**config.mk**
```make
export PLATFORM = sky130hd
export DESIGN_NAME = mem_arbiter_flat
export DESIGN_NICKNAME = d
export VERILOG_FILES = /design/src/rtl/mem_arbiter_if.sv /design/src/rtl/mem_arbiter.sv /design/src/flat_wrapper.sv
export SDC_FILE = /design/constraint.sdc
export NUM_CORES = 1
export LEC_CHECK = 0
export CORE_ASPECT_RATIO = 0.7
export CORE_MARGIN = 2
export CORE_UTILIZATION = 44
export CTS_BUF_LIST = sky130_fd_sc_hd__clkbuf_4 sky130_fd_sc_hd__clkbuf_8
export CTS_CLUSTER_DIAMETER = 150
export CTS_CLUSTER_SIZE = 16
export DETAILED_ROUTE_END_ITERATION = 16
export GPL_TIMING_DRIVEN = 0
export PLACE_DENSITY_LB_ADDON = 0.15
export SETUP_SLACK_MARGIN = 0.1
export SKIP_LAST_GASP = 1
export SLEW_MARGIN = 20
export SYNTH_ARGS = -nofsm -noshare
export SYNTH_HDL_FRONTEND = slang
export SYNTH_SLANG_ARGS = --single-unit
```
**constraint.sdc**
```tcl
create_clock -name clock -period 4.45 [get_ports clock]
set_input_delay 0.89 -clock clock [delete_from_list [all_inputs] [get_ports clock]]
set_output_delay 0.89 -clock clock [all_outputs]
set_load 0.1 [all_outputs]
```
**src/rtl/mem_arbiter_if.sv**
```systemverilog
// Bus bundle for mem_arbiter: instruction-fetch port, data port, memory
// command port and the pipeline stall.
//   slave  : arbiter side (takes requests, drives memory commands)
//   master : requester/memory side (CPU ports and the memory model)
interface mem_arbiter_if #(
  parameter int AW = 32
);
  // fetch port
  logic          if_req;
  logic [AW-1:0] if_addr;
  logic [31:0]   if_rdata;
  logic          if_ready;
  // data port
  logic          dm_req;
  logic          dm_we;
  logic [AW-1:0] dm_addr;
  logic [31:0]   dm_wdata;
  logic [31:0]   dm_rdata;
  logic          dm_ready;
  // memory port
  logic          mem_en;
  logic          mem_we;
  logic [AW-1:0] mem_addr;
  logic [31:0]   mem_wdata;
  logic [31:0]   mem_rdata;
  // pipeline freeze
  logic          stall;

  modport slave (
    input  if_req, if_addr, dm_req, dm_we, dm_addr, dm_wdata, mem_rdata,
    output if_rdata, if_ready, dm_rdata, dm_ready,
           mem_en, mem_we, mem_addr, mem_wdata, stall
  );

  modport master (
    output if_req, if_addr, dm_req, dm_we, dm_addr, dm_wdata, mem_rdata,
    input  if_rdata, if_ready, dm_rdata, dm_ready,
           mem_en, mem_we, mem_addr, mem_wdata, stall
  );
endinterface

```
**src/rtl/mem_arbiter.sv**
```systemverilog
// mem_arbiter: shares one single-port memory between the fetch port and the
// data port. One access at a time, round-robin on contention, fixed-latency
// memory (data valid LATENCY cycles after the mem_en strobe).
// Ports:
//   clock, reset : rising-edge clock, synchronous active-high reset
//   bus (slave)  : if_* fetch port, dm_* data port, mem_* memory port, stall
// Timeline for a grant in cycle T: mem_en in T+1, mem_rdata captured at the
// end of T+1+LATENCY, ready pulse in T+2+LATENCY.
module mem_arbiter #(
  parameter int LATENCY = 2,   // 1..15
  parameter int AW      = 32
) (
  input  logic         clock,
  input  logic         reset,
  mem_arbiter_if.slave bus
);
  typedef enum logic [1:0] {IDLE, BUSY_I, BUSY_D} state_e;

  localparam logic [3:0] LAT = 4'(LATENCY);

  state_e        state_q, state_d;
  logic [3:0]    cnt_q, cnt_d;
  logic          last_dm_q, last_dm_d;   // 0: fetch was granted last
  logic          mem_en_q, mem_en_d;
  logic          mem_we_q, mem_we_d;
  logic [AW-1:0] mem_addr_q, mem_addr_d;
  logic [31:0]   mem_wdata_q, mem_wdata_d;
  logic [31:0]   if_rdata_q, if_rdata_d;
  logic [31:0]   dm_rdata_q, dm_rdata_d;
  logic          if_ready_q, if_ready_d;
  logic          dm_ready_q, dm_ready_d;
  logic          el_i, el_d, gnt_i, gnt_d;

  // A port whose ready is high this cycle has been served; its req may still
  // be up for one more cycle and must not be issued again.
  assign el_i  = bus.if_req & ~if_ready_q;
  assign el_d  = bus.dm_req & ~dm_ready_q;
  // On contention the port not served last wins; after reset that is data.
  assign gnt_d = el_d & (~el_i | ~last_dm_q);
  assign gnt_i = el_i & ~gnt_d;

  always_ff @(posedge clock) begin
    if (reset) begin
      state_q     <= IDLE;
      cnt_q       <= '0;
      last_dm_q   <= 1'b0;
      mem_en_q    <= 1'b0;
      mem_we_q    <= 1'b0;
      mem_addr_q  <= '0;
      mem_wdata_q <= '0;
      if_rdata_q  <= '0;
      dm_rdata_q  <= '0;
      if_ready_q  <= 1'b0;
      dm_ready_q  <= 1'b0;
    end else begin
      state_q     <= state_d;
      cnt_q       <= cnt_d;
      last_dm_q   <= last_dm_d;
      mem_en_q    <= mem_en_d;
      mem_we_q    <= mem_we_d;
      mem_addr_q  <= mem_addr_d;
      mem_wdata_q <= mem_wdata_d;
      if_rdata_q  <= if_rdata_d;
      dm_rdata_q  <= dm_rdata_d;
      if_ready_q  <= if_ready_d;
      dm_ready_q  <= dm_ready_d;
    end
  end

  always_comb begin
    state_d     = state_q;
    cnt_d       = cnt_q;
    last_dm_d   = last_dm_q;
    mem_en_d    = 1'b0;
    mem_we_d    = mem_we_q;
    mem_addr_d  = mem_addr_q;
    mem_wdata_d = mem_wdata_q;
    if_rdata_d  = if_rdata_q;
    dm_rdata_d  = dm_rdata_q;
    if_ready_d  = 1'b0;
    dm_ready_d  = 1'b0;
    unique case (state_q)
      IDLE: begin
        if (gnt_d) begin
          state_d     = BUSY_D;
          cnt_d       = '0;
          last_dm_d   = 1'b1;
          mem_en_d    = 1'b1;
          mem_we_d    = bus.dm_we;
          mem_addr_d  = bus.dm_addr;
          mem_wdata_d = bus.dm_wdata;
        end else if (gnt_i) begin
          // fetch has no write data; mem_wdata keeps its old value
          state_d    = BUSY_I;
          cnt_d      = '0;
          last_dm_d  = 1'b0;
          mem_en_d   = 1'b1;
          mem_we_d   = 1'b0;
          mem_addr_d = bus.if_addr;
        end
      end
      BUSY_I, BUSY_D: begin
        if (cnt_q == LAT) begin
          state_d = IDLE;
          if (state_q == BUSY_I) begin
            if_rdata_d = bus.mem_rdata;
            if_ready_d = 1'b1;
          end else begin
            if (!mem_we_q) dm_rdata_d = bus.mem_rdata;
            dm_ready_d = 1'b1;
          end
        end else begin
          cnt_d = cnt_q + 4'd1;
        end
      end
      default: state_d = IDLE;
    endcase
  end

  assign bus.mem_en    = mem_en_q;
  assign bus.mem_we    = mem_we_q;
  assign bus.mem_addr  = mem_addr_q;
  assign bus.mem_wdata = mem_wdata_q;
  assign bus.if_rdata  = if_rdata_q;
  assign bus.dm_rdata  = dm_rdata_q;
  assign bus.if_ready  = if_ready_q;
  assign bus.dm_ready  = dm_ready_q;
  assign bus.stall     = (bus.if_req & ~if_ready_q) | (bus.dm_req & ~dm_ready_q);
endmodule

```
**src/flat_wrapper.sv**
```systemverilog
// flat-port wrapper written by rule: the top's interface ports become plain ports
module mem_arbiter_flat 
#(
  parameter int LATENCY = 2,           
  parameter int AW      = 32
)
  (clock, reset, bus_if_req, bus_if_addr, bus_dm_req, bus_dm_we, bus_dm_addr, bus_dm_wdata, bus_mem_rdata, bus_if_rdata, bus_if_ready, bus_dm_rdata, bus_dm_ready, bus_mem_en, bus_mem_we, bus_mem_addr, bus_mem_wdata, bus_stall);
  mem_arbiter_if #(.AW(AW)) bus_i ();
  input  logic clock;
  input  logic reset;
  input wire logic [$bits(bus_i.if_req)-1:0] bus_if_req;
  input wire logic [$bits(bus_i.if_addr)-1:0] bus_if_addr;
  input wire logic [$bits(bus_i.dm_req)-1:0] bus_dm_req;
  input wire logic [$bits(bus_i.dm_we)-1:0] bus_dm_we;
  input wire logic [$bits(bus_i.dm_addr)-1:0] bus_dm_addr;
  input wire logic [$bits(bus_i.dm_wdata)-1:0] bus_dm_wdata;
  input wire logic [$bits(bus_i.mem_rdata)-1:0] bus_mem_rdata;
  output wire logic [$bits(bus_i.if_rdata)-1:0] bus_if_rdata;
  output wire logic [$bits(bus_i.if_ready)-1:0] bus_if_ready;
  output wire logic [$bits(bus_i.dm_rdata)-1:0] bus_dm_rdata;
  output wire logic [$bits(bus_i.dm_ready)-1:0] bus_dm_ready;
  output wire logic [$bits(bus_i.mem_en)-1:0] bus_mem_en;
  output wire logic [$bits(bus_i.mem_we)-1:0] bus_mem_we;
  output wire logic [$bits(bus_i.mem_addr)-1:0] bus_mem_addr;
  output wire logic [$bits(bus_i.mem_wdata)-1:0] bus_mem_wdata;
  output wire logic [$bits(bus_i.stall)-1:0] bus_stall;
  assign bus_i.if_req = bus_if_req;
  assign bus_i.if_addr = bus_if_addr;
  assign bus_i.dm_req = bus_dm_req;
  assign bus_i.dm_we = bus_dm_we;
  assign bus_i.dm_addr = bus_dm_addr;
  assign bus_i.dm_wdata = bus_dm_wdata;
  assign bus_i.mem_rdata = bus_mem_rdata;
  assign bus_if_rdata = bus_i.if_rdata;
  assign bus_if_ready = bus_i.if_ready;
  assign bus_dm_rdata = bus_i.dm_rdata;
  assign bus_dm_ready = bus_i.dm_ready;
  assign bus_mem_en = bus_i.mem_en;
  assign bus_mem_we = bus_i.mem_we;
  assign bus_mem_addr = bus_i.mem_addr;
  assign bus_mem_wdata = bus_i.mem_wdata;
  assign bus_stall = bus_i.stall;
  mem_arbiter #(.LATENCY(LATENCY), .AW(AW)) u_core (.clock(clock), .reset(reset), .bus(bus_i));
endmodule
```
**After elaboration in Yosys (flattened, before gate mapping)**

Index checks and enable logic that the tools add are counted.

- Word-level logic and storage cells: 63
- Output and inout port bits: 133
- Flip-flop bits (word level): 139
- Bits of input ports: 133

- Eq/ne operators: 6
- Reduce and logical (&&, ||, !) cells: 12
- Bitwise gates (word level): 16
- Mux-type cells: 17
- $add $sub $neg: 1

Operator list:

| cell | count |
|---|---|
| $mux 32 | 2 |
| $mux 4 | 3 |
| $not 1->1 | 10 |
| $pmux 4 s2 | 1 |
| $mux 1 | 7 |
| $mux 2 | 3 |
| $reduce_and 2->1 | 3 |
| $reduce_and 3->1 | 2 |
| $add 4x1->4 const B | 1 |
| $and 1x1->1 | 4 |
| $eq 4x2->1 const B | 1 |
| $pmux 2 s2 | 1 |
| $reduce_and 4->1 | 1 |
| $reduce_bool 2->1 | 2 |
| $reduce_or 2->1 | 2 |
| $ne 3x1->1 const B | 1 |
| $reduce_or 3->1 | 1 |
| $eq 2x1->1 const B | 1 |
| $eq 2x2->1 const B | 1 |
| $logic_not 2->1 | 1 |
| $ne 2x1->1 const B | 1 |
| $ne 2x2->1 const B | 1 |
| $or 1x1->1 | 2 |

**Logic depth before layout (Yosys ltp)**

Gate-level depths: netlist of the first run.

- Depth in word-level cells: 10
- Depth in mapped cells: 8
- Gate-level depth less buffers: 6

**Worst setup path before layout of the first run**

Ideal clock, no wire load.

- Kind: reg2out
- Start: reg u_core.dm_ready_q (netlist: u_core.bus.dm_ready)
- End: out bus_stall
- Required time: 3.560 ns
- Cell stages (with the launch flop): 3
- Arrival time: 1.752 ns
- Path buffers: 0
- Setup slack: 1.808 ns
- Cells stage by stage: dfxtp_1 nand2b_1 nand2_1

- Longest elaborated chain between the ends: 3

RTL lines:

| element | line | RTL |
|---|---|---|
| start, declared | mem_arbiter.sv:31 | `logic dm_ready_q, dm_ready_d;` |
| start signal, assigned | mem_arbiter.sv:66 | `dm_ready_q <= dm_ready_d;` |
| $not 1->1 | mem_arbiter.sv:128 | `assign bus.stall = (bus.if_req & ~if_ready_q) \| (bus.dm_req & ~dm_ready_q);` |
| $and 1x1->1 | mem_arbiter.sv:128 |  |
| $or 1x1->1 | mem_arbiter.sv:128 |  |
| end, declared | flat_wrapper.sv:26 | `output wire logic [$bits(bus_i.stall)-1:0] bus_stall;` |

No other way between the ends.

**Worst setup path in the final report of the first run**

- Start: in bus_if_req
- End: out bus_stall

- Longest elaborated chain between the ends: 2

RTL lines:

| element | line | RTL |
|---|---|---|
| start, declared | flat_wrapper.sv:11 | `input wire logic [$bits(bus_i.if_req)-1:0] bus_if_req;` |
| $and 1x1->1 | mem_arbiter.sv:128 |  |
| $or 1x1->1 | mem_arbiter.sv:128 |  |

No other way between the ends.

==> summary.txt, run 1 <==
Status
  • Status: complete, no violations

Placement
  • HPWL after DPL: between 10 and 15 mm
  • Port Buffer Count: 265
  • RD Place Congestion: 0.8727

Detailed routing
  • 1st-pass router iterations: 5
  • Drt wl/cell: 14.95 um
  • DR vias/cell: 5.029
  • Total Wirelength: ~16 mm
  • DR DRC count: 0
  • Vias: 5,235
  • Routed Antenna Nets: 0
  • DR iter-0 viols: 247

Layout
  • # fillers: 810
  • Ant. Diodes: 0
  • Util after Layout: 75.06%
  • # nets final: 1,016
  • Layout cell share with drive strength beyond 1: 6.532%
  • Layout area overhead: 63.36%

Setup path
  • CP Capture Type: output port
  • Critical path peak fanout: 3
  • Slowest CP cell: clkdlybuf4s50_1
  • Crit path kind: in2out
  • Critical Path Most Common Cell: clkdlybuf4s50_1
  • Crit path max-delay family: buffers and inverters
  • CP Launch Type: primary input
  • Worst endpoint required time: 3560 ps
  • Worst path cell trace: clkdlybuf4s50_1 -> nand2b_1 -> nand2_1 -> clkdlybuf4s50_1
  • Worst Path Arrival: 2790 ps
  • CP peak stage delay: 1160 ps
  • WP buf/inv: 2

Clocking
  • CTS Hold Bufs: 0
  • CTS H-tree lvls: 4
  • Clock tree buffer depth: 2
  • Clk_lat worst skew: 420 ps
  • Register clock-pin slew on the reported worst setup and hold paths: 70 ps
  • Post-CTS resize count: 0
  • Total CTS buffers: 17
  • Clk sinks: 139
  • CTS tree: done
  • Root Buffer: clkbuf_8
  • Post-CTS setup buffer count: 0

Pwr
  • Leakage: 3.311 nW
  • PD cells: 454.3 nW/um2
  • Maximum VDD drop: 0.3764 mV
  • Overall power: 3.809 mW

Timing
  • Tightest Pin Transition: 1028 ps
  • Pins over their slew limit: 0
  • Total negative slack: 0 ps
  • # setup viols final: 0
  • Crit path time final: 3684 ps
  • Clock Skew: 11.62 ps
  • Rel. slew slack: 31.27%
  • Endpoints failing hold: 0
  • F_max: roughly 270 MHz
  • Final Cycle Share: 82.80%
  • RSZ-0062 raised after global routing: no

Floorplanning
  • I/O pin cnt: 266
  • Core ar.: about 11,000 um2
  • Initial Utilization: 45.95%
  • Die Ht: 94.36 um
  • Core Rows: 32
  • Die area: 12,560 um2
  • Die X: 133.1 um

Yosys
  • Commonest cells post-synth: nand2_1 (198), dfxtp_1 (139), a21oi_1 (100), a21o_1 (32), a22o_1 (32)
  • Yosys Warn Count: 0
  • Synth area leader: dfxtp_1
  • Post-Syn Area: 5132 um2
  • Ys flop type: dfxtp_1
  • Gate Count Post-Synth: just under 600
  • Post-synth top area share: 54.22%
  • Async SR Flop Fraction: 0%
  • Avg Cell Area, Syn: 8.655 um2
  • Seq/Total Area, Yosys: 54.22%
  • Count leader, synth: nand2_1
  • Post-synth EDFFs: 0
  • Synth Net Count: between 700 and 800
  • Synthesized flop and latch total: approximately 140
  • Top cells by area, synth: dfxtp_1 (54%), nand2_1 (14%), a21oi_1 (9.8%)
  • Library cells used by synthesis: 35

Global routing
  • Routing usage on met3: around 7.4%
  • Vias in the first global route: slightly above 5,000
  • First-pass GRT wire length: ~24 mm
  • GR Util All Layers: about a quarter
  • GRT Residual Overflow: 0
  • Largest net degree at the start of global routing: 17
  • M1 GR Usage: 29.46%
  • Met2 Usage GRT: between 40% and 50%
  • GRT busiest layer: met2
  • Initial antenna violation count: 0

Flow run
  • Max_cap viols: 0

Worst hold path
  • Hold Crit Class: reg2reg
path summary, 6_finish.rpt:
check        slack (ps)  cells past startpoint                    start                       to
min reg2reg         450                      1  u_core.bus.mem_addr[27]  u_core.bus.mem_addr[27]
max reg2reg        2490                      8        u_core.state_q[0]  u_core.bus.dm_rdata[21]
min                 450                      1  u_core.bus.mem_addr[27]  u_core.bus.mem_addr[27]
max                 770                      4               bus_if_req                bus_stall
layer usage:
| layer | part of all wire (%) | up-vias | routed length [um] |
|---|---|---|---|
| met5 | 0 | - | 0 |
| met4 | 1.7 | 0 | 264 |
| met3 | 8.3 | 22 | 1290 |
| met2 | 49 | 190 | 7563 |
| met1 | 41 | 2464 | 6445 |
| li1 | - | 2559 | - |
worst reg2reg max path, cell delays in order (launching register included):
cell	delay, ps
dfxtp_1	380
inv_1	90
ha_1	400
nand4bb_4	170
or3_1	340
buf_2	180
buf_6	150
nand2_1	70
a21oi_1	70
sequential cells by signal, indices dropped and copies added, names as in the netlist:
| register | count |
|---|---|
| u_core.bus.dm_rdata | 32 |
| u_core.last_dm_q | 1 |
| u_core.bus.mem_addr | 32 |
| u_core.bus.mem_we | 1 |
| u_core.bus.dm_ready | 1 |
| u_core.bus.if_rdata | 32 |
| u_core.bus.mem_en | 1 |
| u_core.state_q | 2 |
| u_core.bus.if_ready | 1 |
| u_core.cnt_q | 4 |
| u_core.bus.mem_wdata | 32 |
report_power, final:
part	internal (mW)	switching, mW	total [mW]
registers	1.35	0.0591	1.41
clock network	0.578	0.470	1.05
logic	0.387	0.966	1.35
layout by cell type, fill, tap and decap left out, types with 2 or more instances in the layout:
cell type and count:
o31ai_1 2, ha_1 6, buf_2 22, a21o_1 32, inv_1 6, buf_6 3
and3_1 3, nand2_1 198, nor2b_1 5, nand3_1 2, dfxtp_1 139, clkinv_2 3
o32ai_1 2, bufinv_16 3, clkinvlp_4 2, clkbuf_8 19, nor2_1 4, clkdlybuf4s50_1 265
a21oi_1 100, a22o_1 32, nand2b_1 2, clkbuf_1 17, clkinv_4 3
cell families (layout without fill, tap and decap cells):
logic type	after synthesis	after routing	share of synthesized area [%]
AO/OA/AOI/OAI	175	175	21.62
adder cells (fa/ha/maj)	6	6	1.463
buffers and inverters	49	344	4.559
flip-flops	139	139	54.22
AND/OR/NAND/NOR	224	224	18.14
final cells by class:
type	instances	area, um2	area share, %
clock inverter	11	146.4	1.746
multi-input combinational	405	2116	25.24
clock buffer	19	261.5	3.119
inverter	6	22.52	0.2686
buffer	43	211.5	2.522
sequential	139	2783	33.19
timing repair buffer	265	2653	31.64
tap	153	191.4	2.283
per-stage QoR:
stage	hold WS, ps	cells	setup slack [ps]	instance area (um2)
global route	470.9	1041	735.3	8384
detailed placement	437.6	1011	795.7	7976
global placement	433.9	1011	823.6	7976
finish	452.3	1041	765.6	8384
CTS	455.3	1041	766.3	8384
floorplan	471.1	593	1808	5132
Power figures use the tool's default switching activity.
==> inputs of run 2 (changes only) <==
--- a/config.mk
+++ b/config.mk
@@ -7,7 +7,7 @@
 export LEC_CHECK = 0
 export CORE_ASPECT_RATIO = 0.7
 export CORE_MARGIN = 2
-export CORE_UTILIZATION = 44
+export CORE_UTILIZATION = 41
 export CTS_BUF_LIST = sky130_fd_sc_hd__clkbuf_4 sky130_fd_sc_hd__clkbuf_8
 export CTS_CLUSTER_DIAMETER = 150
 export CTS_CLUSTER_SIZE = 16
==> constraint.sdc (replaced) <==
create_clock -name clock -period 3.4 [get_ports clock]
set_input_delay 0.68 -clock clock [delete_from_list [all_inputs] [get_ports clock]]
set_output_delay 0.68 -clock clock [all_outputs]
set_load 0.1 [all_outputs]
==> summary.txt, run 2 (synthesis gave the netlist of run 1 again) <==
Clocking
  • Clk_lat worst skew: 420 ps
  • Clock tree buffer depth: 2
  • Post-CTS resize count: 0
  • Clk sinks: approximately 140
  • Register clock-pin slew on the reported worst setup and hold paths: 80 ps
  • CTS H-tree lvls: 4
  • Root Buffer: clkbuf_8
  • Total CTS buffers: 17
  • CTS Hold Bufs: 0
  • Post-CTS setup buffer count: 0
  • CTS tree: done

Detailed routing
  • Total Wirelength: 16.04 mm
  • 1st-pass router iterations: 5
  • Vias: 5,212
  • DR DRC count: 0
  • DR vias/cell: 4.954
  • DR iter-0 viols: 241
  • Routed Antenna Nets: 0
  • Drt wl/cell: 15.24 um

Layout
  • Ant. Diodes: 0
  • Most frequent cells in the layout: clkdlybuf4s50_1 (265), nand2_1 (198), dfxtp_1 (139), a21oi_1 (100)
  • # nets final: 1,016
  • Layout cell share with drive strength beyond 1: 6.742%
  • Layout area overhead: 63.58%
  • Most common cell after layout, fill and taps aside: clkdlybuf4s50_1
  • Final instance area: about 8400 um2

Setup path
  • Crit path kind: in2out
  • Crit Reg-Reg Startpoint: u_core.state_q[0]
  • Critical path peak fanout: 3
  • CP Capture Type: output port
  • R2R Setup Slk: 1460 ps
  • Worst flop-to-flop path endpoint: u_core.bus.dm_rdata[4]
  • Worst endpoint required time: 2720 ps
  • CP Launch Type: primary input
  • Worst Path Arrival: 2560 ps
  • Worst reg2reg path depth: 8

Flow run
  • Max_cap viols: 0

Worst hold path
  • Hold Crit Class: reg2reg
  • Hold EP: u_core.bus.mem_addr[23]
  • Hold Crit Depth: 1
  • Hold_sp: u_core.bus.mem_addr[23]

Global routing
  • Vias in the first global route: slightly above 5,000
  • First-pass GRT wire length: roughly 25 mm
  • Initial antenna violation count: 0
  • GR Util All Layers: about a quarter
  • GRT Residual Overflow: 0
  • Largest net degree at the start of global routing: 17

Timing
  • Crit path time final: 3237 ps
  • Tightest Pin Transition: 1031 ps
  • Final Cycle Share: 95.22%
  • # setup viols final: 0
  • Total negative slack: 0 ps
  • RSZ-0062 raised after global routing: no
  • Clock Skew: ~15 ps
  • Rel. slew slack: 31.05%
  • F_max: 308.9 MHz
  • Endpoints failing hold: 0
  • Pins over their slew limit: 0

Pwr
  • P_sw: 2.026 mW
  • Flop pwr share: 36.9%
  • Logic pwr share: between 30 and 40%
  • Clock share of power: 27.6%
  • PD cells: around 590 nW/um2
  • Sw Share: between 40% and 50%
  • Maximum VDD drop: 0.3719 mV
  • Cell Int Power: 2.960 mW
  • Leakage: 3.295 nW

Floorplanning
  • Core Rows: 34
  • Die Ht: 97.61 um
  • Die X: 137.7 um
  • Die area: 13,440 um2
  • Initial Utilization: 41.60%
  • Core ar.: roughly 12,000 um2
  • I/O pin cnt: 266

Placement
  • Port Buffer Count: 265
  • Post-DP Area: 7988 um2
  • HPWL after DPL: 12.50 mm
  • RD Place Congestion: 0.8133

Status
  • Status: complete, no violations
## run 2: cell types whose count changed in the layout (fill, tap and decap cells not counted)
cell / change
inv_6: +5
clkinv_4: -3
clkinv_2: -3
inv_8: +1
clkbuf_8: -1
bufinv_16: -1
clkinvlp_4: +4
## run 2: routing by layer
layer  global-route usage (%)  vias to the layer above  wire length, um
met2                    39.23                      175             7704
met1                    29.35                     2438             6663
met5                        0                        -                0
met4                    8.791                        0              410
met3                    5.634                       30             1258
li1                         -                     2569                -
## run 2: worst max-delay path by stage
stage | start | end | slack [ps]
after floorplan | u_core.bus.dm_ready | u_core.bus.mem_addr[10] | 760
after global placement | bus_dm_req | bus_stall | 190
after detailed placement | bus_if_req | bus_stall | 190
after CTS | bus_if_req | bus_stall | 180
after global routing | bus_dm_req | bus_stall | 100
final | bus_if_req | bus_stall | 160
## run 2: cell type report
cell class,count,area [um2]
inverters,6,22.52
clock buffers,18,247.7
repair buffers,265,2653
multi-input cells,405,2116
plain buffers,43,211.5
clock inverters,14,160.2
fillers,956,3941
flip-flops and latches,139,2783
well taps,162,202.7
## run 2: power groups by stage
stage	clock network [mW]	logic (mW)	registers, mW
detailed placement	0	1.77	1.88
global route	1.47	1.85	1.86
global placement	0	1.75	1.87
CTS	1.40	1.78	1.84
finish	1.37	1.77	1.84
floorplan	0	0.363	2.77
## run 2: worst max-delay path: stages
cell and delay [ps]:
clkdlybuf4s50_1 510, nand2b_1 100, nand2_1 90, clkdlybuf4s50_1 1170
## run 2: per-stage QoR
stage	std cells	hold slack, ps	setup WS [ps]	total power, mW	util, %
6_report	1052	454.7	162.7	4.986	68.05
5_1_grt	1052	475.2	102.4	5.184	68.05
4_1_cts	1052	458.2	178.7	5.015	68.05
3_5_place_dp	1020	437.7	189.5	3.650	64.75
3_3_place_gp	1020	432.4	187.9	3.621	64.75
2_1_floorplan	593	471.1	760.9	3.128	-
==> inputs of run 3 (changes only) <==
--- a/config.mk
+++ b/config.mk
@@ -20,3 +20,4 @@
 export SYNTH_ARGS = -nofsm -noshare
 export SYNTH_HDL_FRONTEND = slang
 export SYNTH_SLANG_ARGS = --single-unit
+export TNS_END_PERCENT = 30
==> results of run 3 <==
The final DEF is identical to that of run 2; final timing and power are the same.
